File: src/rtl/apb_regbank_completer.sv
// Purpose: APB completer exposing NUM_REGS registers; the top index is a read-only completed-transfer counter.
// Latency: setup at cycle T -> PREADY high in cycle T+1+WAIT_CYCLES (WAIT_CYCLES=0 gives zero-wait).
// Backpressure: PREADY is held low for WAIT_CYCLES access cycles; dropping PSEL mid-access aborts cleanly.
//
// Ports:
//   PCLK, PRESETN         clock (rising edge), asynchronous active-low reset
//   PSEL, PENABLE, PWRITE APB control from the leader
//   PADDR, PWDATA         register index (word address) and write data
//   PRDATA, PREADY,       registered response; PRDATA/PSLVERR are non-zero only
//   PSLVERR               in the single PREADY=1 cycle
module apb_regbank_completer #(
    parameter int ADDR_WIDTH  = 10,
    parameter int DATA_WIDTH  = 16,
    parameter int NUM_REGS    = 16,
    parameter int WAIT_CYCLES = 2
) (
    input  logic                  PCLK,
    input  logic                  PRESETN,
    input  logic                  PSEL,
    input  logic                  PENABLE,
    input  logic                  PWRITE,
    input  logic [ADDR_WIDTH-1:0] PADDR,
    input  logic [DATA_WIDTH-1:0] PWDATA,
    output logic [DATA_WIDTH-1:0] PRDATA,
    output logic                  PREADY,
    output logic                  PSLVERR
);

    localparam int                  IDX_W       = (NUM_REGS > 1) ? $clog2(NUM_REGS) : 1;
    localparam logic [ADDR_WIDTH:0] LP_NUM_REGS = (ADDR_WIDTH+1)'(NUM_REGS);
    localparam logic [ADDR_WIDTH:0] LP_LAST     = (ADDR_WIDTH+1)'(NUM_REGS - 1);
    localparam logic [3:0]          LP_WAIT     = 4'(WAIT_CYCLES);
    localparam logic [DATA_WIDTH-1:0] LP_ONE    = DATA_WIDTH'(1);

    typedef enum logic [1:0] {
        S_IDLE   = 2'd0,
        S_ACCESS = 2'd1,
        S_DONE   = 2'd2
    } state_t;

    state_t                r_state;
    state_t                w_state_nxt;
    logic [3:0]            r_wait_cnt;
    logic [3:0]            w_wait_nxt;
    logic [ADDR_WIDTH-1:0] r_addr;
    logic                  r_write;
    logic [DATA_WIDTH-1:0] r_wdata;
    logic [DATA_WIDTH-1:0] r_regs [NUM_REGS];
    logic                  r_pready;
    logic                  r_pslverr;
    logic [DATA_WIDTH-1:0] r_prdata;

    logic                  w_latch;
    logic                  w_commit;
    logic                  w_pready_nxt;
    logic                  w_pslverr_nxt;
    logic [DATA_WIDTH-1:0] w_prdata_nxt;
    logic [ADDR_WIDTH-1:0] w_addr_sel;
    logic                  w_write_sel;
    logic                  w_err;
    logic [DATA_WIDTH-1:0] w_rd_val;

    // In IDLE the response may be produced straight from the bus (zero-wait case);
    // otherwise the latched copy is used so a wandering PADDR cannot corrupt the access.
    assign w_addr_sel  = (r_state == S_IDLE) ? PADDR  : r_addr;
    assign w_write_sel = (r_state == S_IDLE) ? PWRITE : r_write;
    assign w_err       = ({1'b0, w_addr_sel} >= LP_NUM_REGS) |
                         (w_write_sel & ({1'b0, w_addr_sel} == LP_LAST));
    assign w_rd_val    = (w_err | w_write_sel) ? '0 : r_regs[w_addr_sel[IDX_W-1:0]];

    always_ff @(posedge PCLK or negedge PRESETN) begin
        if (!PRESETN) begin
            r_state    <= S_IDLE;
            r_wait_cnt <= '0;
            r_pready   <= 1'b0;
            r_pslverr  <= 1'b0;
            r_prdata   <= '0;
        end else begin
            r_state    <= w_state_nxt;
            r_wait_cnt <= w_wait_nxt;
            r_pready   <= w_pready_nxt;
            r_pslverr  <= w_pslverr_nxt;
            r_prdata   <= w_prdata_nxt;
        end
    end

    always_comb begin
        w_state_nxt   = r_state;
        w_wait_nxt    = r_wait_cnt;
        w_latch       = 1'b0;
        w_commit      = 1'b0;
        w_pready_nxt  = 1'b0;
        w_pslverr_nxt = 1'b0;
        w_prdata_nxt  = '0;
        case (r_state)
            S_IDLE: begin
                if (PSEL && !PENABLE) begin
                    w_latch    = 1'b1;
                    w_wait_nxt = LP_WAIT;
                    if (LP_WAIT == 4'd0) begin
                        w_state_nxt   = S_DONE;
                        w_pready_nxt  = 1'b1;
                        w_pslverr_nxt = w_err;
                        w_prdata_nxt  = w_rd_val;
                    end else begin
                        w_state_nxt = S_ACCESS;
                    end
                end
            end
            S_ACCESS: begin
                if (!PSEL) begin
                    w_state_nxt = S_IDLE;
                end else if (r_wait_cnt > 4'd1) begin
                    w_wait_nxt = r_wait_cnt - 4'd1;
                end else begin
                    // Last wait cycle: raise PREADY for the following cycle.
                    w_state_nxt   = S_DONE;
                    w_pready_nxt  = 1'b1;
                    w_pslverr_nxt = w_err;
                    w_prdata_nxt  = w_rd_val;
                end
            end
            S_DONE: begin
                w_state_nxt = S_IDLE;
                w_commit    = PSEL & PENABLE & ~r_pslverr;
            end
            default: w_state_nxt = S_IDLE;
        endcase
    end

    always_ff @(posedge PCLK or negedge PRESETN) begin
        if (!PRESETN) begin
            r_addr  <= '0;
            r_write <= 1'b0;
            r_wdata <= '0;
        end else if (w_latch) begin
            r_addr  <= PADDR;
            r_write <= PWRITE;
            r_wdata <= PWDATA;
        end
    end

    // Writes to the counter index are always errored, so the data write and the
    // counter increment never target the same entry.
    always_ff @(posedge PCLK or negedge PRESETN) begin
        if (!PRESETN) begin
            for (int i = 0; i < NUM_REGS; i++) begin
                r_regs[i] <= '0;
            end
        end else if (w_commit) begin
            if (r_write) begin
                r_regs[r_addr[IDX_W-1:0]] <= r_wdata;
            end
            r_regs[NUM_REGS-1] <= r_regs[NUM_REGS-1] + LP_ONE;
        end
    end

    assign PREADY  = r_pready;
    assign PSLVERR = r_pslverr;
    assign PRDATA  = r_prdata;

endmodule

File: config.mk
export PLATFORM = sky130hd
export DESIGN_NAME = apb_regbank_completer
export DESIGN_NICKNAME = d
export VERILOG_FILES = /design/src/rtl/apb_regbank_completer.sv
export SDC_FILE = /design/constraint.sdc
export NUM_CORES = 1
export LEC_CHECK = 0
export CAP_MARGIN = 20
export CORE_MARGIN = 2
export CORE_UTILIZATION = 35
export DETAILED_ROUTE_END_ITERATION = 8
export HOLD_SLACK_MARGIN = 0.03
export MAX_ROUTING_LAYER = met4
export SYNTH_ARGS = -nofsm -noshare
export SYNTH_HDL_FRONTEND = slang
export SYNTH_SLANG_ARGS = --single-unit
File: constraint.sdc
create_clock -name PCLK -period 3 [get_ports PCLK]
set_input_delay 0.6 -clock PCLK [delete_from_list [all_inputs] [get_ports PCLK]]
set_output_delay 0.6 -clock PCLK [all_outputs]
set_load 0.05 [all_outputs]
## Yosys cells after proc, flatten, opt, wreduce, memory -nomap -nowiden

Cells that the tools add are included.

- Equality and inequality tests: 7
- $lt $le $gt $ge: 5
- $add $sub $neg: 2
- Reduce and logical (&&, ||, !) cells: 8
- Mux-type cells: 29
- Bitwise logic cells: 8

Operators by type and width:

| operator | count |
|---|---|
| $bwmux 256 | 1 |
| $mux 16 | 7 |
| $bmux 16 s4 | 1 |
| $demux 16 s4 | 1 |
| $add 16x1->16 const B | 1 |
| $mux 4 | 3 |
| $eq 10x4->1 const B | 1 |
| $ge 10x5->1 const B | 1 |
| $ge 5x5->1 const B | 2 |
| $mux 1 | 10 |
| $mux 10 | 1 |
| $not 4->5 | 2 |
| $pmux 4 s2 | 1 |
| $mux 2 | 3 |
| $lt 5x1->1 const B | 1 |
| $gt 4x1->1 const B | 1 |
| $ne 2x2->1 const B | 2 |
| $pmux 2 s2 | 1 |
| $reduce_and 2->1 | 2 |
| $reduce_and 4->1 | 1 |
| $sub 4x1->4 const B | 1 |
| $and 1x1->1 | 3 |
| $ne 3x3->1 const B | 1 |
| $eq 2x1->1 const B | 1 |
| other kinds (8) | 10 |

- Register bits after elaboration: 307
- Input bits: 31
- Output and inout bits: 18
- Logic and storage cells: 83

## Longest topological paths before layout

Gate-level depths: netlist (run 1).

- Word-level depth: 10
- Mapped depth: 9
- Gate-level depth less buffers: 7

## Least setup slack after synthesis (run 1)

Ideal clock, no wire load.

- Path type: register to register
- From: reg r_pslverr (netlist: PSLVERR)
- To: reg r_regs[53] in the netlist's numbering
- Setup time: 0.125 ns
- Required time: 2.875 ns
- Period minus slack after synthesis: 2.237 ns
- Arrival: 2.112 ns
- Path buffers: 1
- Path slack: 0.763 ns
- Cell stages (with the launch flop): 7
- Cell sequence: dfrtp_1 -> and4bb_1 -> and3_2 -> nand3_2 -> nor3_4 -> buf_4 -> mux2_2

- Word-level cells in the longest chain between the ends: 4

RTL lines:

| item | line | text |
|---|---|---|
| start: declaration | 50 | `logic r_pslverr;` |
| start signal: assignment | 82 | `r_pslverr <= w_pslverr_nxt;` |
| $not 1->1 | 125 | `w_commit = PSEL & PENABLE & ~r_pslverr;` |
| $and 1x1->1 | 125 |  |
| $mux 1 | 95 | `case (r_state)` |
| $reduce_and 2->1 (no source line) | -- |  |
| end signal: indexed assignment | 152 | `r_regs[r_addr[IDX_W-1:0]] <= r_wdata;` |
| end signal: indexed assignment | 154 | `r_regs[NUM_REGS-1] <= r_regs[NUM_REGS-1] + LP_ONE;` |
| end: declaration | 48 | `logic [DATA_WIDTH-1:0] r_regs [NUM_REGS];` |

No other way between the ends.
A chain may end at the register's enable or synchronous reset.

## Final worst setup path (run 1)

- From: reg r_state[1]
- To: reg r_prdata[4] (netlist: PRDATA[4])

- Word-level cells in the longest chain between the ends: 10
- Elaborated cells on any way between the ends: 17
- Those cells by class: order compare: 1; eq/ne: 2; mux: 9; bitwise: 4; reduce/logical: 1

RTL lines:

| item | line | text |
|---|---|---|
| start: declaration | 41 | `state_t r_state;` |
| start signal: assignment | 79 | `r_state <= w_state_nxt;` |
| parallel branches: the longest is 9 deep, another holds $ge 10x5->1 | -- |  |
| $mux 16 * | 95 |  |
| net w_prdata_nxt[4] | 57 | `logic [DATA_WIDTH-1:0] w_prdata_nxt;` |
| end signal: assignment | 83 | `r_prdata <= w_prdata_nxt;` |
| end: declaration | 51 | `logic [DATA_WIDTH-1:0] r_prdata;` |

Mark *: on every way through the listed nets, which the timed path passes. The select of a mux whose other input is x is not followed.

==> results of run 1 <==
==> critical path, stage by stage, from the launching register on <==
cell and delay [ns]:
sky130_fd_sc_hd__dfrtp_1 0.66, sky130_fd_sc_hd__o21a_1 0.28, sky130_fd_sc_hd__or2_4 0.30, sky130_fd_sc_hd__buf_4 0.27, sky130_fd_sc_hd__mux2i_1 0.11, sky130_fd_sc_hd__mux2_2 0.28
sky130_fd_sc_hd__a2111oi_0 0.46
==> how the worst max path moves through the flow <==
stage               startpoint  cells after the start  slack [ns]          to
floorplan              PSLVERR                      6        0.76  r_regs[53]
global placement      PADDR[0]                      7        0.13  PRDATA[10]
detailed placement    PADDR[0]                      7        0.11  PRDATA[10]
CTS                 r_state[1]                      6        0.52  PRDATA[11]
global route        r_state[0]                      5        0.30  PRDATA[14]
finish              r_state[1]                      6        0.49   PRDATA[4]
==> cell type report <==
cell class | count | area, um2
fillers | 3660 | 23060
flip-flops and latches | 307 | 7682
multi-input cells | 638 | 5998
repair buffers | 101 | 1161
clock buffers | 53 | 1044
well taps | 525 | 656.9
clock inverters | 10 | 113.9
inverters | 5 | 18.77
==> layer usage <==
metal | GRT usage [%] | vias up | routed length (um)
met5 | - | - | 0
met4 | 4.529 | 0 | 667
met3 | 2.991 | 43 | 1409
met2 | 29.32 | 145 | 17400
met1 | 23.54 | 4595 | 16000
li1 | - | 3881 | -
==> flip-flops by register name, indices dropped and copies added, names as in the netlist <==
name	flops
PREADY	1
r_addr	10
PSLVERR	1
r_state	2
r_wait_cnt	4
r_regs	256
r_wdata	16
r_write	1
PRDATA	16
==> report_power, final <==
group,switching [W],internal [W],total [W]
sequential,0.000432,0.00436,0.00479
combinational,0.000977,0.000736,0.00171
clock,0.00168,0.00258,0.00426
total,0.00308,0.00767,0.0108
==> cell usage in the layout (no fill, tap or decap), types with 22 or more instances in the layout <==
master                              n
sky130_fd_sc_hd__dfrtp_1          307
sky130_fd_sc_hd__mux2_2           272
sky130_fd_sc_hd__nand3_1           65
sky130_fd_sc_hd__mux2i_1           63
sky130_fd_sc_hd__clkdlybuf4s50_1   47
sky130_fd_sc_hd__clkbuf_16         35
sky130_fd_sc_hd__buf_4             30
sky130_fd_sc_hd__o21ai_0           29
sky130_fd_sc_hd__nor2_1            23
sky130_fd_sc_hd__buf_12            22
==> cell families (layout without fill, tap and decap cells) <==
kind of cell	after synthesis	in the layout
adder cells (fa/ha/maj)	3	3
flip-flops	307	307
AO/OA/AOI/OAI	91	91
multiplexers	364	364
AND/OR/NAND/NOR	163	163
buffers and inverters	77	169
XOR/XNOR	17	17
==> through the flow <==
step           utilization [%]  cell area [um2]  cells
5_1_grt                  41.97            16670   1639
4_1_cts                  41.97            16670   1639
3_3_place_gp             39.03            15510   1575
6_report                 41.97            16670   1639
3_5_place_dp             39.03            15510   1575
2_1_floorplan                -            14090   1022
==> impl_metrics.prom, run 1 <==
# TYPE chip_impl_metric gauge
chip_impl_metric{name="worstSkewPairLatency",unit="ns"} 0.53
chip_impl_metric{name="design.die.area",unit="mm2"} 0.04188
chip_impl_metric{name="syn_avg_cell_area",unit="um2"} 13.79
chip_impl_metric{name="clock-skew-final",unit="ns"} 0.01828
chip_impl_metric{name="final.setup.tns",unit="ns"} 0
chip_impl_info{name="timing.rr.start",value="r_state[1]"} 1
chip_impl_metric{name="netlist.area_leader.share",unit="%"} 54.52
chip_impl_metric{name="total_power",unit="W"} 0.01076
chip_impl_metric{name="period_minus_ws_final",unit="ns"} 2.508
chip_impl_metric{name="routed_wirelength",unit="um"} 35470
chip_impl_info{name="timing_worst_setup_path_type",value="flip-flop to flip-flop"} 1
chip_impl_metric{name="antennaDiodeCount",unit=""} 0
chip_impl_info{name="clockRootBuffer",value="sky130_fd_sc_hd__clkbuf_16"} 1
chip_impl_metric{name="pre_cts_ws",unit="ns"} 0.1066
chip_impl_info{name="regToRegEndpoint",value="PRDATA[4]"} 1
chip_impl_metric{name="synth_sequential_area_ratio",unit="%"} 54.52
chip_impl_metric{name="clkSinkCount",unit=""} 307
chip_impl_metric{name="die_height",unit="um"} 204.7
chip_impl_info{name="whs_endpoint",value="r_regs[253]"} 1
chip_impl_metric{name="grt_overflow",unit=""} 0
chip_impl_metric{name="clockBufferDepth",unit=""} 3
chip_impl_metric{name="buffer_ports.inserted",unit=""} 48
chip_impl_metric{name="hold-path-cell-count",unit=""} 1
chip_impl_info{name="yosys.cell_count.top_type",value="sky130_fd_sc_hd__dfrtp_1"} 1
chip_impl_metric{name="tritoncts.num_buffers",unit=""} 35
chip_impl_metric{name="worst-path-max-fanout",unit=""} 14
chip_impl_metric{name="required",unit="ns"} 3.37
chip_impl_metric{name="hpwlAfterDp",unit="um"} 22290
chip_impl_metric{name="synth.mux.area_fraction",unit="%"} 29.89
chip_impl_metric{name="pwr_density_cell",unit="mW/mm2"} 645.1
chip_impl_metric{name="yosysWarningCount",unit=""} 0
chip_impl_metric{name="io-pin-count",unit=""} 49
chip_impl_metric{name="gp_routability_congestion",unit=""} 0.7898
chip_impl_metric{name="synthesis.area",unit="mm2"} 0.01409
chip_impl_metric{name="synth_seq_cells",unit=""} 307
chip_impl_metric{name="post_cts.resized_instances",unit=""} 0
chip_impl_metric{name="final_max_slew_viol_count",unit=""} 0
chip_impl_metric{name="core.rowCount",unit=""} 73
chip_impl_metric{name="worst-slew-pin-transition",unit="ns"} 0.8055
chip_impl_info{name="grt_setup_unrepaired",value="false"} 1
chip_impl_metric{name="critical_path_arrival",unit="ns"} 2.88
chip_impl_metric{name="setup_violations",unit=""} 0
chip_impl_metric{name="start_util",unit="%"} 35.47
chip_impl_metric{name="clkSlewWorstSetupHoldPaths",unit="ns"} 0.06
chip_impl_metric{name="hold_ws",unit="ns"} 0.4838
chip_impl_metric{name="final.setup.worst_slack",unit="ns"} 0.4924
chip_impl_metric{name="drcViolationCount",unit=""} 0
chip_impl_metric{name="area_growth",unit="%"} 18.34
chip_impl_info{name="worstHoldPathType",value="flip-flop to flip-flop"} 1
chip_impl_metric{name="drtAntennaViolNets",unit=""} 0
chip_impl_metric{name="synthDistinctLibCells",unit=""} 59
chip_impl_metric{name="die_x",unit="um"} 204.7
chip_impl_metric{name="hold_buffers",unit=""} 1
chip_impl_info{name="critPathCaptureType",value="flip-flop"} 1
chip_impl_metric{name="core_area",unit="mm2"} 0.03973
chip_impl_metric{name="maxCapViolCount",unit=""} 0
chip_impl_metric{name="synth_xor_area_share",unit="%"} 1.057
chip_impl_info{name="netlist_top_cells_area",value="sky130_fd_sc_hd__dfrtp_1 (55%), sky130_fd_sc_hd__mux2_2 (22%), sky130_fd_sc_hd__mux2i_1 (4.5%)"} 1
chip_impl_metric{name="grt_antenna_before_repair",unit=""} 0
chip_impl_info{name="postSynth.topFlopCell",value="sky130_fd_sc_hd__dfrtp_1"} 1
chip_impl_info{name="tritoncts",value="built"} 1
chip_impl_metric{name="fmax",unit="GHz"} 0.3988
chip_impl_metric{name="irDropWorstVdd",unit="mV"} 0.3278
chip_impl_metric{name="number_of_drc_violations_after_detailed_routing_iteration_0",unit=""} 654
chip_impl_info{name="synth_top_cells_by_count",value="sky130_fd_sc_hd__dfrtp_1 (307), sky130_fd_sc_hd__mux2_2 (272), sky130_fd_sc_hd__nand3_1 (65)"} 1
chip_impl_metric{name="route.vias.total",unit=""} 8664
chip_impl_metric{name="synth.net_count",unit=""} 1056
chip_impl_metric{name="max-slew-margin-rel",unit="%"} 46.10
chip_impl_metric{name="first_global_vias",unit=""} 9035
chip_impl_metric{name="syn-instance-count",unit=""} 1022
chip_impl_metric{name="static-leakage-power",unit="nW"} 7.650
chip_impl_info{name="cp-start-kind",value="flip-flop"} 1
chip_impl_metric{name="cts-htree-levels",unit=""} 2
chip_impl_info{name="synth_largest_area_cell",value="sky130_fd_sc_hd__dfrtp_1"} 1
chip_impl_metric{name="grt_max_degree",unit=""} 74
chip_impl_info{name="worstHoldStart",value="r_regs[253]"} 1
chip_impl_metric{name="all_layer_global_routing_usage",unit="%"} 18.05
chip_impl_metric{name="wl_per_cell",unit="um"} 21.64
chip_impl_metric{name="drt_first_pass_iters",unit=""} 5
chip_impl_info{name="synth_top_family_by_area",value="multiplexers"} 1
chip_impl_metric{name="worst-r2r-cell-count",unit=""} 6
chip_impl_metric{name="viasPerCell",unit=""} 5.286
chip_impl_metric{name="hold_violations",unit=""} 0
chip_impl_metric{name="post_synth_simple_gate_area",unit="%"} 6.482
chip_impl_metric{name="post_cts.repair.setup_buffers",unit=""} 0
chip_impl_metric{name="number_of_enable_type_register_cells_in_the_synthesized_netlist",unit=""} 0
chip_impl_metric{name="first_pass_grt_wire_length",unit="um"} 55750
chip_impl_metric{name="synth_fa_ha_area_share",unit="%"} 0.2664
chip_impl_metric{name="synth-compound-area-share",unit="%"} 4.706
chip_impl_metric{name="finalCritPeriodShare",unit="%"} 83.59
chip_impl_metric{name="final_net_count",unit=""} 1122
chip_impl_metric{name="async_reset_ff_share",unit="%"} 100.0
chip_impl_metric{name="drive_gt1_share",unit="%"} 38.33
chip_impl_info{name="outcome",value="complete, no violations"} 1
chip_impl_metric{name="r2r_setup_slack",unit="ns"} 0.49
No activity file was read; power rests on OpenSTA's default activity.
==> run 2, diff against run 1 <==
==> constraint.sdc (replaced) <==
create_clock -name PCLK -period 2.08 [get_ports PCLK]
set_input_delay 0.416 -clock PCLK [delete_from_list [all_inputs] [get_ports PCLK]]
set_output_delay 0.416 -clock PCLK [all_outputs]
set_load 0.05 [all_outputs]
==> run 2 against run 1 <==
Compared with the run above:
- the run now ends with setup timing left
- cell count rose by 4.2%
- clock skew fell by 0.0021 ns
- total power rose by 55%
- global-route usage rose by 1.2 points
- clock power rose by 53%
- die area did not move
- register-to-register slack got worse by 0.70 ns
- non-clock buffer count rose by 71
- wire length rose by 15%
- fmax rose by 9.4%
- sequential share of layout area fell by 5.7 points
- worst hold slack got worse by 0.18 ns
==> impl_metrics.prom, run 2 (same netlist as run 1, synthesis figures left out) <==
# TYPE chip_impl_metric gauge
chip_impl_info{name="outcome",value="finished with violations"} 1
chip_impl_info{name="violations_in_the_final_reports",value="setup timing"} 1
chip_impl_info{name="cp-start-kind",value="flip-flop"} 1
chip_impl_metric{name="gr-usage-met2",unit="%"} 30.83
chip_impl_metric{name="cts-htree-levels",unit=""} 2
chip_impl_metric{name="core.rowCount",unit=""} 73
chip_impl_metric{name="first_pass_grt_wire_length",unit="um"} 59290
chip_impl_metric{name="route.vias.total",unit=""} 9136
chip_impl_metric{name="gp_routability_congestion",unit=""} 0.7980
chip_impl_metric{name="drcViolationCount",unit=""} 0
chip_impl_metric{name="grt_antenna_before_repair",unit=""} 0
chip_impl_metric{name="maxCapViolCount",unit=""} 0
chip_impl_metric{name="hpwlAfterDp",unit="um"} 23100
chip_impl_metric{name="global_route.usage.met3",unit="%"} 3.245
chip_impl_metric{name="global_route.usage.met1",unit="%"} 25.07
chip_impl_metric{name="clkSlewWorstSetupHoldPaths",unit="ns"} 0.06
chip_impl_metric{name="all_layer_global_routing_usage",unit="%"} 19.29
chip_impl_metric{name="static-leakage-power",unit="nW"} 8.607
chip_impl_metric{name="multiInputGateArea",unit="mm2"} 0.007269
chip_impl_metric{name="hold_ws",unit="ns"} 0.3052
chip_impl_metric{name="max_ffs_per_register",unit=""} 256
chip_impl_info{name="tritoncts",value="built"} 1
chip_impl_metric{name="die_height",unit="um"} 204.7
chip_impl_metric{name="core_area",unit="mm2"} 0.03973
chip_impl_metric{name="layout.filler_cells",unit=""} 3411
chip_impl_info{name="register_name_with_the_most_flops",value="r_regs"} 1
chip_impl_metric{name="clockBufferDepth",unit=""} 3
chip_impl_metric{name="critical_path_arrival",unit="ns"} 2.71
chip_impl_metric{name="period_minus_ws_final",unit="ns"} 2.292
chip_impl_metric{name="hold_violations",unit=""} 0
chip_impl_info{name="critPathMostFrequentCell",value="sky130_fd_sc_hd__buf_6"} 1
chip_impl_metric{name="die_x",unit="um"} 204.7
chip_impl_metric{name="worst_path_largest_cell_delay",unit="ns"} 0.42
chip_impl_metric{name="area_growth",unit="%"} 35.04
chip_impl_metric{name="start_util",unit="%"} 35.47
chip_impl_metric{name="clock-skew-final",unit="ns"} 0.01622
chip_impl_metric{name="worst-r2r-cell-count",unit=""} 9
chip_impl_metric{name="setup_violations",unit=""} 235
chip_impl_info{name="critPathCaptureType",value="flip-flop"} 1
chip_impl_metric{name="stdcell_count",unit=""} 1708
chip_impl_metric{name="drtAntennaViolNets",unit=""} 0
chip_impl_metric{name="buffer_ports.inserted",unit=""} 48
chip_impl_metric{name="final.setup.worst_slack",unit="ns"} -0.2121
chip_impl_metric{name="worst-slew-pin-transition",unit="ns"} 0.7205
chip_impl_metric{name="design.die.area",unit="mm2"} 0.04188
chip_impl_info{name="grt_setup_unrepaired",value="true"} 1
chip_impl_metric{name="numPlacedInstances",unit=""} 1609
chip_impl_metric{name="max-slew-margin-rel",unit="%"} 51.97
chip_impl_metric{name="worst-path-max-fanout",unit=""} 8
chip_impl_metric{name="irDropWorstVdd",unit="mV"} 0.5676
chip_impl_metric{name="viasPerCell",unit=""} 5.349
chip_impl_metric{name="worstSetupPathDepth",unit=""} 9
chip_impl_metric{name="number_of_drc_violations_after_detailed_routing_iteration_0",unit=""} 651
chip_impl_metric{name="pre_cts_ws",unit="ns"} -0.5819
chip_impl_metric{name="fmax",unit="GHz"} 0.4363
chip_impl_info{name="slowest_stage",value="sky130_fd_sc_hd__dfrtp_2"} 1
chip_impl_metric{name="grt_overflow",unit=""} 0
chip_impl_metric{name="routed_wirelength",unit="um"} 40910
chip_impl_metric{name="tritoncts.num_buffers",unit=""} 34
chip_impl_info{name="crit_path_cell_trace",value="buf_12 > and4bb_1 > and3_4 > buf_6 > nand3_4 > buf_6 > nor2_4 > clkbuf_16 > mux2_4"} 1
chip_impl_metric{name="required",unit="ns"} 2.50
chip_impl_metric{name="grt_max_degree",unit=""} 102
chip_impl_metric{name="finalCritPeriodShare",unit="%"} 110.2
chip_impl_metric{name="io-pin-count",unit=""} 49
chip_impl_metric{name="drt_first_pass_iters",unit=""} 5
chip_impl_info{name="worstHoldPathType",value="input pin to async pin"} 1
chip_impl_metric{name="worst_path_buffer_plus_inverter_count",unit=""} 4
chip_impl_metric{name="pwr_density_cell",unit="mW/mm2"} 878.3
chip_impl_metric{name="drive_gt1_share",unit="%"} 45.31
chip_impl_info{name="mostFrequentLayoutCells",value="sky130_fd_sc_hd__dfrtp_1 (305), sky130_fd_sc_hd__mux2_4 (263), sky130_fd_sc_hd__nand3_1 (65), sky130_fd_sc_hd__mux2i_1 (63), sky130_fd_sc_hd__buf_4 (50)"} 1
chip_impl_info{name="mostFrequentLayoutCell",value="sky130_fd_sc_hd__dfrtp_1"} 1
chip_impl_metric{name="final_net_count",unit=""} 1192
chip_impl_metric{name="antennaDiodeCount",unit=""} 0
chip_impl_info{name="most_heavily_used_metal_layer_in_global_routing",value="met2"} 1
chip_impl_info{name="critical-path-top-delay-family",value="simple AND/OR/NAND/NOR gates"} 1
chip_impl_info{name="clockRootBuffer",value="sky130_fd_sc_hd__clkbuf_16"} 1
chip_impl_metric{name="register_area",unit="mm2"} 0.007685
chip_impl_metric{name="final_max_slew_viol_count",unit=""} 0
chip_impl_metric{name="worstSkewPairLatency",unit="ns"} 0.54
chip_impl_metric{name="total_power",unit="W"} 0.01671
chip_impl_metric{name="wl_per_cell",unit="um"} 23.95
chip_impl_info{name="timing_worst_setup_path_type",value="flip-flop to flip-flop"} 1
chip_impl_metric{name="clkSinkCount",unit=""} 307
chip_impl_metric{name="first_global_vias",unit=""} 9596
==> run 2: cell count changes in the layout (fill, tap and decap cells not counted), moves of 7 or more <==
| cell | before | now |
|---|---|---|
| sky130_fd_sc_hd__a2111oi_2 | 0 | 10 |
| sky130_fd_sc_hd__buf_12 | 22 | 39 |
| sky130_fd_sc_hd__buf_4 | 30 | 50 |
| sky130_fd_sc_hd__buf_6 | 0 | 18 |
| sky130_fd_sc_hd__clkbuf_16 | 35 | 43 |
| sky130_fd_sc_hd__clkdlybuf4s50_1 | 47 | 29 |
| sky130_fd_sc_hd__dlygate4sd2_1 | 0 | 17 |
| sky130_fd_sc_hd__mux2_1 | 12 | 0 |
| sky130_fd_sc_hd__mux2_2 | 272 | 21 |
| sky130_fd_sc_hd__mux2_4 | 0 | 263 |
| sky130_fd_sc_hd__nor2_1 | 23 | 16 |
| sky130_fd_sc_hd__nor2_2 | 12 | 5 |
| sky130_fd_sc_hd__nor2_4 | 0 | 14 |
==> run 2: path summary, 6_finish.rpt <==
kind	to	slack (ns)	start
worst min register to register	r_regs[227]	0.50	r_regs[227]
worst max register to register	r_regs[18]	-0.21	r_state[0]
min in group PCLK	r_wdata[4]	0.50	PWDATA[4]
max in group asynchronous	r_regs[184]	1.00	PRESETN
worst min-delay path	r_regs[171]	0.31	PRESETN
worst max-delay path	r_regs[18]	-0.21	r_state[0]
==> run 2: through the flow <==
| step | util, % | setup TNS (ns) | area (um2) |
|---|---|---|---|
| 4_1_cts | 45.52 | -11.21 | 18090 |
| 3_3_place_gp | 40.13 | -83.67 | 15950 |
| 3_5_place_dp | 40.13 | -87.61 | 15950 |
| 6_report | 47.89 | -25.60 | 19030 |
| 5_1_grt | 47.89 | -33.87 | 19030 |
| 2_1_floorplan | - | -8.095 | 14180 |
==> run 2: worst register-to-register path, stage by stage, from the launching register on <==
cell and delay, ns:
sky130_fd_sc_hd__dfrtp_2 0.42, sky130_fd_sc_hd__buf_12 0.14, sky130_fd_sc_hd__and4bb_1 0.29, sky130_fd_sc_hd__and3_4 0.25, sky130_fd_sc_hd__buf_6 0.12, sky130_fd_sc_hd__nand3_4 0.08
sky130_fd_sc_hd__buf_6 0.15, sky130_fd_sc_hd__nor2_4 0.19, sky130_fd_sc_hd__clkbuf_16 0.23, sky130_fd_sc_hd__mux2_4 0.31
==> run 2: cell type report <==
class	instances	area share, %
repair buffers	172	11.46
clock inverters	11	1.190
clock buffers	50	5.208
flip-flops and latches	307	40.39
multi-input cells	638	38.20
inverters	5	0.09863
well taps	525	3.452
==> run 2: timing repair <==
item	4_1_cts	5_1_grt
gates cloned	6	9
resized for setup	180	194
setup endpoints to repair	171	289
endpoints found under the hold margin	89	0
buffers inserted	21	6
hold buffers	1	0
pin swaps	8	17
==> run 2: routing by layer <==
| metal | up-vias | part of all wire, % |
|---|---|---|
| met5 | - | 0 |
| met4 | 0 | 3.3 |
| met3 | 75 | 5.0 |
| met2 | 212 | 47 |
| met1 | 4851 | 45 |
| li1 | 3998 | - |
==> run 2: power breakdown <==
part	leakage [nW]	internal, W	switching, W	total [W]
logic	3.81	0.00154	0.00165	0.00319
registers	4.21	0.00628	0.000707	0.00699
clock network	0.591	0.00407	0.00246	0.00653
==> run 3, diff against run 2 <==
--- a/config.mk
+++ b/config.mk
@@ -7,10 +7,11 @@
 export LEC_CHECK = 0
 export CAP_MARGIN = 20
 export CORE_MARGIN = 2
-export CORE_UTILIZATION = 35
+export CORE_UTILIZATION = 55
 export DETAILED_ROUTE_END_ITERATION = 8
 export HOLD_SLACK_MARGIN = 0.03
 export MAX_ROUTING_LAYER = met4
+export PLACE_DENSITY = 0.76
 export SYNTH_ARGS = -nofsm -noshare
 export SYNTH_HDL_FRONTEND = slang
 export SYNTH_SLANG_ARGS = --single-unit
==> run 3 against run 2 <==
Compared with the run above:
- the run still ends with setup timing left
- global-route usage grew 9.8 points
- fmax shrank 0.95%
- core utilization grew 26 points
- flip-flop and latch count is the same
- worst hold slack gained 0.050 ns
- combinational power grew 5%
- cell count shrank 11%
- register-to-register slack lost 0.02 ns
- count of clock-buffer cells in the layout shrank 3
- clock skew grew 0.0062 ns
- clock power shrank 6.9%
- via count grew 9.1%
- critical path type unchanged
==> impl_metrics.prom, run 3 (same netlist as run 1, synthesis figures left out) <==
# TYPE chip_impl_metric gauge
chip_impl_metric{name="grt_max_degree",unit=""} 82
chip_impl_metric{name="multiInputGateArea",unit="mm2"} 0.007138
chip_impl_metric{name="clock-skew-final",unit="ns"} 0.02241
chip_impl_metric{name="drt_first_pass_iters",unit=""} 5
chip_impl_metric{name="numPlacedInstances",unit=""} 1411
chip_impl_info{name="cp-start-kind",value="flip-flop"} 1
chip_impl_info{name="mostFrequentLayoutCell",value="sky130_fd_sc_hd__dfrtp_1"} 1
chip_impl_metric{name="core.rowCount",unit=""} 58
chip_impl_metric{name="routed_wirelength",unit="um"} 45180
chip_impl_metric{name="wl_per_cell",unit="um"} 29.64
chip_impl_metric{name="maxCapViolCount",unit=""} 0
chip_impl_metric{name="io-pin-count",unit=""} 49
chip_impl_metric{name="critical_path_arrival",unit="ns"} 2.69
chip_impl_metric{name="die_height",unit="um"} 164.1
chip_impl_metric{name="worst-slew-pin-transition",unit="ns"} 0.6782
chip_impl_metric{name="gp_routability_congestion",unit=""} 0.8220
chip_impl_info{name="grt_setup_unrepaired",value="true"} 1
chip_impl_metric{name="number_of_drc_violations_after_detailed_routing_iteration_0",unit=""} 1036
chip_impl_metric{name="die_x",unit="um"} 164.1
chip_impl_metric{name="clkSinkCount",unit=""} 307
chip_impl_metric{name="pwr_density_cell",unit="mW/mm2"} 883.0
chip_impl_metric{name="tritoncts.num_buffers",unit=""} 34
chip_impl_metric{name="drtAntennaViolNets",unit=""} 0
chip_impl_info{name="tritoncts",value="built"} 1
chip_impl_metric{name="first_pass_grt_wire_length",unit="um"} 57220
chip_impl_metric{name="final_net_count",unit=""} 1202
chip_impl_metric{name="irDropWorstVdd",unit="mV"} 0.7272
chip_impl_info{name="clockRootBuffer",value="sky130_fd_sc_hd__clkbuf_16"} 1
chip_impl_metric{name="drcViolationCount",unit=""} 0
chip_impl_metric{name="worst_path_buffer_plus_inverter_count",unit=""} 1
chip_impl_metric{name="register_area",unit="mm2"} 0.007686
chip_impl_metric{name="final.setup.worst_slack",unit="ns"} -0.2340
chip_impl_metric{name="buffer_ports.inserted",unit=""} 48
chip_impl_metric{name="worstSkewPairLatency",unit="ns"} 0.53
chip_impl_metric{name="grt_antenna_before_repair",unit=""} 0
chip_impl_metric{name="grt_overflow",unit=""} 0
chip_impl_metric{name="postPlaceCellArea",unit="mm2"} 0.01558
chip_impl_metric{name="static-leakage-power",unit="nW"} 8.502
chip_impl_info{name="worstHoldPathType",value="input pin to async pin"} 1
chip_impl_metric{name="fmax",unit="GHz"} 0.4322
chip_impl_metric{name="hold_ws",unit="ns"} 0.3555
chip_impl_metric{name="first_global_vias",unit=""} 9702
chip_impl_metric{name="worst_path_largest_cell_delay",unit="ns"} 0.49
chip_impl_metric{name="drive_gt1_share",unit="%"} 45.85
chip_impl_metric{name="clkSlewWorstSetupHoldPaths",unit="ns"} 0.06
chip_impl_metric{name="required",unit="ns"} 2.45
chip_impl_info{name="violations_in_the_final_reports",value="setup timing"} 1
chip_impl_metric{name="design.die.area",unit="mm2"} 0.02692
chip_impl_metric{name="all_layer_global_routing_usage",unit="%"} 29.11
chip_impl_metric{name="worst-path-max-fanout",unit=""} 8
chip_impl_metric{name="core_area",unit="mm2"} 0.02518
chip_impl_metric{name="max-slew-margin-rel",unit="%"} 54.79
chip_impl_metric{name="layout.filler_cells",unit=""} 1387
chip_impl_info{name="outcome",value="finished with violations"} 1
chip_impl_metric{name="hpwlAfterDp",unit="um"} 21820
chip_impl_metric{name="viasPerCell",unit=""} 6.539
chip_impl_info{name="mostFrequentLayoutCells",value="sky130_fd_sc_hd__dfrtp_1 (304), sky130_fd_sc_hd__mux2_4 (225), sky130_fd_sc_hd__nand3_1 (65), sky130_fd_sc_hd__mux2i_1 (63), sky130_fd_sc_hd__buf_4 (63)"} 1
chip_impl_metric{name="start_util",unit="%"} 55.96
chip_impl_info{name="register_name_with_the_most_flops",value="r_regs"} 1
chip_impl_metric{name="route.vias.total",unit=""} 9966
chip_impl_metric{name="design_area",unit="mm2"} 0.01863
chip_impl_info{name="slowest_stage",value="sky130_fd_sc_hd__dfrtp_2"} 1
chip_impl_info{name="critPathCaptureType",value="flip-flop"} 1
chip_impl_metric{name="clockBufferDepth",unit=""} 3
chip_impl_metric{name="total_power",unit="W"} 0.01645
chip_impl_metric{name="max_ffs_per_register",unit=""} 256
chip_impl_metric{name="setup_violations",unit=""} 270
chip_impl_info{name="crit_path_cell_trace",value="o21a_1 > or2_4 > buf_4 > mux2i_1 > mux2_2 > a2111oi_2"} 1
chip_impl_metric{name="final_max_slew_viol_count",unit=""} 0
chip_impl_info{name="timing_worst_setup_path_type",value="flip-flop to flip-flop"} 1
chip_impl_metric{name="cts-htree-levels",unit=""} 2
chip_impl_metric{name="hold_violations",unit=""} 0
chip_impl_info{name="critical-path-top-delay-family",value="compound AO/OA/AOI/OAI gates"} 1
chip_impl_metric{name="finalCritPeriodShare",unit="%"} 111.2
chip_impl_metric{name="stdcell_count",unit=""} 1524
chip_impl_metric{name="period_minus_ws_final",unit="ns"} 2.314
chip_impl_metric{name="area_growth",unit="%"} 32.19
[run 3: changes by cell type in the layout (fill, tap and decap cells not counted), sizes merged]
cell,previous run,this run
bufbuf,0,1
dlygate4sd2,17,16
clkdlybuf4s50,29,30
buf,115,120
clkinv,2,7
clkinvlp,1,2
bufinv,6,3
clkbuf,59,60
diode,0,1
[run 3: path summary, 6_finish.rpt]
kind	start	to	slack [ns]	cells after the start
worst max-delay path	r_state[1]	PRDATA[4]	-0.23	6
worst min register to register	r_addr[5]	r_addr[5]	0.51	1
max in group asynchronous	PRESETN	r_regs[187]	0.95	3
worst max register to register	r_state[1]	PRDATA[4]	-0.23	6
worst min-delay path	PRESETN	r_regs[146]	0.36	2
min in group PCLK	r_addr[5]	r_addr[5]	0.51	1
[run 3: area by class of cell]
type                    count  area share [%]
clock buffers              47           5.045
multi-input cells         638           38.32
inverters                   5          0.1008
well taps                 330           2.217
repair buffers            182           12.13
diodes                      1         0.01343
clock inverters            14          0.9068
flip-flops and latches    307           41.26
[run 3: report_power, final]
part / internal (W) / total, W / switching [W]
registers: 0.00628 / 0.00703 / 0.000747
logic: 0.00159 / 0.00334 / 0.00174
clock network: 0.00356 / 0.00608 / 0.00252
total: 0.0114 / 0.0164 / 0.00501
[run 3: timing repair]
| item | 4_1_cts | 5_1_grt |
|---|---|---|
| endpoints found under the hold margin | 31 | 0 |
| pin swaps | 3 | 20 |
| gates cloned | 6 | 13 |
| buffers inserted | 11 | 22 |
| endpoints found under the setup margin | 305 | 279 |
| hold buffers | 1 | 0 |
| gates resized for setup | 89 | 238 |
[run 3: worst reg2reg max path, cell delays in order (launching register included)]
cell and delay [ns]:
sky130_fd_sc_hd__dfrtp_2 0.49, sky130_fd_sc_hd__o21a_1 0.24, sky130_fd_sc_hd__or2_4 0.31, sky130_fd_sc_hd__buf_4 0.22, sky130_fd_sc_hd__mux2i_1 0.16, sky130_fd_sc_hd__mux2_2 0.29, sky130_fd_sc_hd__a2111oi_2 0.47
[run 3: routing by layer]
layer / GRT usage, % / routed length, um
met5: - / 0
met4: 11.80 / 2999
met3: 5.278 / 3927
met2: 44.03 / 20540
met1: 39.19 / 17710
[run 3: per-stage QoR]
step           setup TNS (ns)  util (%)  setup slack [ns]
4_1_cts                -4.022     68.22          -0.09955
5_1_grt                -43.73     73.96           -0.2759
2_1_floorplan          -8.095         -          -0.09915
3_5_place_dp           -94.31     61.89           -0.7047
6_report               -32.03     73.97           -0.2340
3_3_place_gp           -85.99     61.89           -0.6019
==> RTL change 1, RTL diff (settings of run 3) <==
Reset style: synchronous (`PRESETN`), changed in 3 clocked blocks. Comments in the files are not updated.
--- a/src/rtl/apb_regbank_completer.sv
+++ b/src/rtl/apb_regbank_completer.sv
@@ -68,7 +68,7 @@
                          (w_write_sel & ({1'b0, w_addr_sel} == LP_LAST));
     assign w_rd_val    = (w_err | w_write_sel) ? '0 : r_regs[w_addr_sel[IDX_W-1:0]];
 
-    always_ff @(posedge PCLK or negedge PRESETN) begin
+    always_ff @(posedge PCLK) begin
         if (!PRESETN) begin
             r_state    <= S_IDLE;
             r_wait_cnt <= '0;
@@ -128,7 +128,7 @@
         endcase
     end
 
-    always_ff @(posedge PCLK or negedge PRESETN) begin
+    always_ff @(posedge PCLK) begin
         if (!PRESETN) begin
             r_addr  <= '0;
             r_write <= 1'b0;
@@ -142,7 +142,7 @@
 
     // Writes to the counter index are always errored, so the data write and the
     // counter increment never target the same entry.
-    always_ff @(posedge PCLK or negedge PRESETN) begin
+    always_ff @(posedge PCLK) begin
         if (!PRESETN) begin
             for (int i = 0; i < NUM_REGS; i++) begin
                 r_regs[i] <= '0;
Formal check against the unedited RTL: differs if PRESETN is asserted again (counterexample within 4 cycles, from zero or initial values and one cycle with PRESETN low); with PRESETN held inactive, the same outputs for 4 cycles.
==> RTL change 1 against run 3 <==
- worst setup slack gained 0.15 ns
- routed wire length shrank 30%
- maximum frequency grew 6.7%
- the run still ends with negative setup slack left
- sequential cell count is the same
- synthesized area shrank 1.7%
- critical path depth grew 2
- final area shrank 8.5%
Power is not compared: it rests on default switching activity, and its combinational part moved more than twofold at a synthesized area within 25%.
==> RTL change 1: results (changes against run 3) <==
[status]
failed_checks=negative setup slack
run_status=finished with violations

[global_routing]
grt_start_max_net_pins=26  ; -68%
first_global_vias=8632  ; -11%
grtUsageTotal_pct=24.7  ; -4.4 points
grt_first_pass_wirelength_um=48400  ; -15%

[synth]
adder_and_majority_cell_fraction_of_the_synthesized_area_pct=0.271  ; +0.0047 points
synth_xor_xnor_area_share_pct=0.949  ; -0.11 points
synth-compound-area-share_pct=7.10  ; +2.4 points
post_synth_edffs=256  ; +256
netlist_instances=1061  ; +3.8%
postSynth.asyncResetShare_pct=0  ; -100 points
ys_seq_area_share_pct=62.9  ; +8.4 points
synth_top_cells_by_area=edfxtp_1 (56%), and2_1 (11%), mux2i_1 (9.5%)
yosys-top-cells-count=edfxtp_1 (256), and2_1 (246), mux2i_1 (131)
synth.area.mux_share_pct=9.55  ; -20 points
yosys.cell_types.count=44  ; -25%

[cells_and_area]
finish.net_count=1206  ; +0.33%
antenna_cells_inserted=0  ; -1
seq_area_um2=8710  ; +13%
final_layout_size_suffix_gt1_share_pct=17.6  ; -28 points
layout.filler_cells=1737  ; +25%
largest_register_ff_count=256  ; unchanged

[critical_path]
worst_r2r_path_depth=8  ; +2
cp_slowest_stage_delay_ns=0.36  ; -0.13 ns
timing.critical_path.slowest_stage_cell=dfxtp_2
critical_path.startpoint=r_state[1]$_SDFFE_PN0P_
largest_driver_fanout_on_the_critical_path=16  ; +8
end_of_the_worst_register_to_register_path=r_regs[3][10]$_SDFFCE_PN0P_
critical_path.top_delay_family=simple AND/OR/NAND/NOR gates
worstPathArrival_ns=2.43  ; -0.26 ns

[placed_design]
dp_area_um2=15700  ; +0.59%
place.gp.congestion=0.868  ; +5.6%
dp_slack_ns=-0.685  ; +0.0200 ns
number_of_instances_in_the_placed_design=1456  ; +3.2%
detailed_place_hpwl_um=21200  ; -2.7%

[clock_tree]
resized_cells_post_cts=45  ; -49%
tritoncts.num_buffers=30  ; -12%
h-tree-depth=1  ; -1
post_cts_setup_buffer_count=5  ; -6
clockRootBuffer=clkbuf_16
clock_insertion_delay_worst_skew_ns=0.56  ; +0.03 ns

[power]
share_of_total_power_consumed_by_net_switching_pct=22.0
pg_clk_mw=5.41
peakVddDrop_mv=0.736

[routing]
routed_via_density=5.71  ; -13%
wl_um=31700  ; -30%
drt_iter0_drc=630  ; -39%
drtPass1Iterations=6  ; +1
vias=8709  ; -13%

[timing]
final_setup_tns_ns=-8.92  ; +23.11 ns
clock-skew-final_ns=0.0122  ; -0.0102 ns
final.hold.worst_slack_ns=0.403  ; +0.0478 ns
timing.slew.headroom_pct=51.8  ; -3.0 points
final_count_of_negative_setup_slack_endpoints=150  ; -44%
layout_setup_ws_ns=-0.0886  ; +0.145 ns

[worst_hold_path]
worst_hold_path.endpoint=r_wdata[10]$_SDFFE_PN0P_
hold_path.class=input port to flop
worst_hold_path.num_cells=3

## RTL change 1: cell types whose count changed in the layout (fill, tap and decap cells not counted), moves of 62 or more
| cell | delta |
|---|---|
| dfrtp_1 | -304 |
| edfxtp_1 | +256 |
| and2_1 | +236 |
| mux2_4 | -225 |
| mux2i_1 | +67 |
| o22a_1 | +62 |
## RTL change 1: layout make-up
cell class              instances  area share [%]
flip-flops and latches        307            51.1
multi-input cells             680            29.9
repair buffers                150            10.6
clock buffers                  44            5.19
well taps                     330            2.42
clock inverters                12           0.653
inverters                       3          0.0661
## RTL change 1: per-layer routing
metal  wire [um]  share of wire, %  vias up  global-route usage [%]
met1       13600                43     4362                    32.8
met2       15500                49      230                    39.8
li1            -                 -     4065                       -
met5           0                 0        -                       -
met4         680               2.1        0                    6.23
met3        1910               6.0       52                    4.46
## RTL change 1: worst register-to-register path, delay by kind of cell (launching register included)
kind	cells	cell delay, ns
buf+inv	4	0.67
compound gates	1	0.15
simple gates	3	0.68
flops	1	0.36
==> RTL change 2, RTL diff (flow settings as in run 3) <==
Made on the original files. The parameter `NUM_REGS` goes from 16 to 32.
--- a/src/rtl/apb_regbank_completer.sv
+++ b/src/rtl/apb_regbank_completer.sv
@@ -11,7 +11,7 @@
 module apb_regbank_completer #(
     parameter int ADDR_WIDTH  = 10,
     parameter int DATA_WIDTH  = 16,
-    parameter int NUM_REGS    = 16,
+    parameter int NUM_REGS    = 32,
     parameter int WAIT_CYCLES = 2
 ) (
     input  logic                  PCLK,
Behaviour: not the same (Yosys sat finds a counterexample within 4 cycles, from zero or initial values and one cycle with PRESETN low).
==> RTL change 2 against run 3 <==
- the flow still finishes with violations (negative setup slack)
- sequential cell count grew 256
- critical path depth up 2
- die area is 83% higher
- routed wire length is 99% higher
- non-clock buffer count grew 185
- total power up 110%
- final area increased by 86%
- synthesized area is 86% higher
- worst setup slack got worse by 0.21 ns
- final cell count is 92% higher
- maximum frequency decreased by 8.5%
- global-route usage increased by 3.6 points
- largest cell class unchanged
==> RTL change 2: results (changes against run 3) <==
[status]
run_status=finished with violations
failed_checks=negative setup slack

[synth]
ys_seq_area_share_pct=53.8  ; -0.68 points
synth_top_cells_by_area=dfrtp_1 (54%), mux2_2 (23%), mux2i_1 (6.7%)
yosys-top-cells-count=dfrtp_1 (563), mux2_2 (529), nand2_1 (183)
yosys.cell_types.count=58  ; -1.7%
mappedNetlistNets=2041  ; +93%
postSynth.asyncResetShare_pct=100  ; unchanged

[placed_design]
dp_area_um2=29300  ; +88%
detailed_place_hpwl_um=47600  ; +120%
dp_slack_ns=-0.818  ; -0.113 ns
place.gp.congestion=0.873  ; +6.1%

[cells_and_area]
finish.net_count=2301  ; +91%
antenna_cells_inserted=0  ; -1
final_layout_size_suffix_gt1_share_pct=46.7  ; +0.86 points
largest_register_ff_count=512  ; +100%
instances_no_fill=2921  ; +92%

[global_routing]
grtUsageTotal_pct=32.7  ; +3.6 points
met2_usage_pct=51.0  ; +7.0 points
antenna_found_initial=0  ; unchanged
grt_first_pass_wirelength_um=120000  ; +110%
first_global_vias=19700  ; +100%
grt_util_met3_pct=6.14  ; +0.86 points
grt_start_max_net_pins=72  ; -12%
grtUsageMet1_pct=42.2  ; +3.0 points

[clock_tree]
tritoncts.num_buffers=58  ; +71%
resized_cells_post_cts=242  ; +170%
clock_insertion_delay_worst_skew_ns=0.63  ; +0.10 ns
post_cts_setup_buffer_count=30  ; +19
clockRootBuffer=clkbuf_16
clkTransAtPathRegs_ns=0.06  ; about the same
hold_buffers=1  ; unchanged

[critical_path]
cp_slowest_stage_delay_ns=0.52  ; +0.03 ns
timing.critical_path.slowest_stage_cell=or3b_4
worstPathArrival_ns=3.04  ; +0.35 ns

[timing]
clock-skew-final_ns=0.0152  ; -0.00721 ns
final.hold.worst_slack_ns=0.321  ; -0.0343 ns
final_count_of_negative_setup_slack_endpoints=502  ; +86%
layout_setup_ws_ns=-0.448  ; -0.214 ns
final_setup_tns_ns=-109.38  ; -77.35 ns
slew_at_the_pin_with_the_worst_max_slew_slack_ns=0.747  ; +0.0688 ns

[routing]
drtPass1Iterations=7  ; +2
wl_per_cell_um=30.8  ; +4.0%
routed_via_density=6.79  ; +3.8%
drt_iter0_drc=2342  ; +130%

[power]
p_seq_share_pct=35.9  ; -6.8 points
intPower_mw=22.5  ; +97%
comb_power_share_pct=31.5  ; +11 points
peakVddDrop_mv=0.621  ; -15%
p_leak_nw=16.3  ; +92%
p_per_area_nw_per_um2=979  ; +11%

==> RTL change 2: cell count changes in the layout (fill, tap and decap cells not counted), sizes merged, moves of 31 or more <==
cell	change
o221ai	+31
dfrtp	+256
mux2i	+112
nand2	+170
a32oi	+46
clkbuf	+42
buf	+181
mux2	+248
==> RTL change 2: final cells by class <==
cell class / count / area [um2]
Clock buffer: 83 / 1700
Fill cell: 2547 / 12200
Inverter: 2 / 7.51
Timing Repair Buffer: 367 / 4880
Multi-Input combinational cell: 1275 / 12800
Tap cell: 607 / 759
Clock inverter: 24 / 317
Sequential cell: 563 / 14100
==> RTL change 2: metal layers <==
| metal | wire [um] | part of all wire, % | up-vias |
|---|---|---|---|
| li1 | - | - | 7856 |
| met1 | 33100 | 37 | 10200 |
| met2 | 42100 | 47 | 1350 |
| met3 | 8950 | 9.9 | 414 |
| met4 | 5880 | 6.5 | 0 |
| met5 | 0 | 0 | - |
==> RTL change 2: cells by family after synthesis <==
group / Yosys count / share of synthesized area [%]
buf+inv: 170 / 3.29
compound gates: 161 / 4.76
mux: 707 / 29.6
xor+xnor: 17 / 0.569
fa+ha+maj: 3 / 0.143
simple gates: 386 / 7.81
flops: 563 / 53.8
==> RTL change 2: worst paths after layout <==
check,from,end,depth (start not counted)
max,r_state[1]$_DFFE_PN0P_,PRDATA[5]$_DFF_PN0_,8
min,PRESETN,r_addr[6]$_DFFE_PN0P_,2
max reg2reg,r_state[1]$_DFFE_PN0P_,PRDATA[5]$_DFF_PN0_,8
min reg2reg,r_regs[95]$_DFFE_PN0P_,r_regs[95]$_DFFE_PN0P_,1
max in group asynchronous,PRESETN,r_regs[427]$_DFFE_PN0P_,3
min in group PCLK,PWDATA[8],r_wdata[8]$_DFFE_PN0P_,2
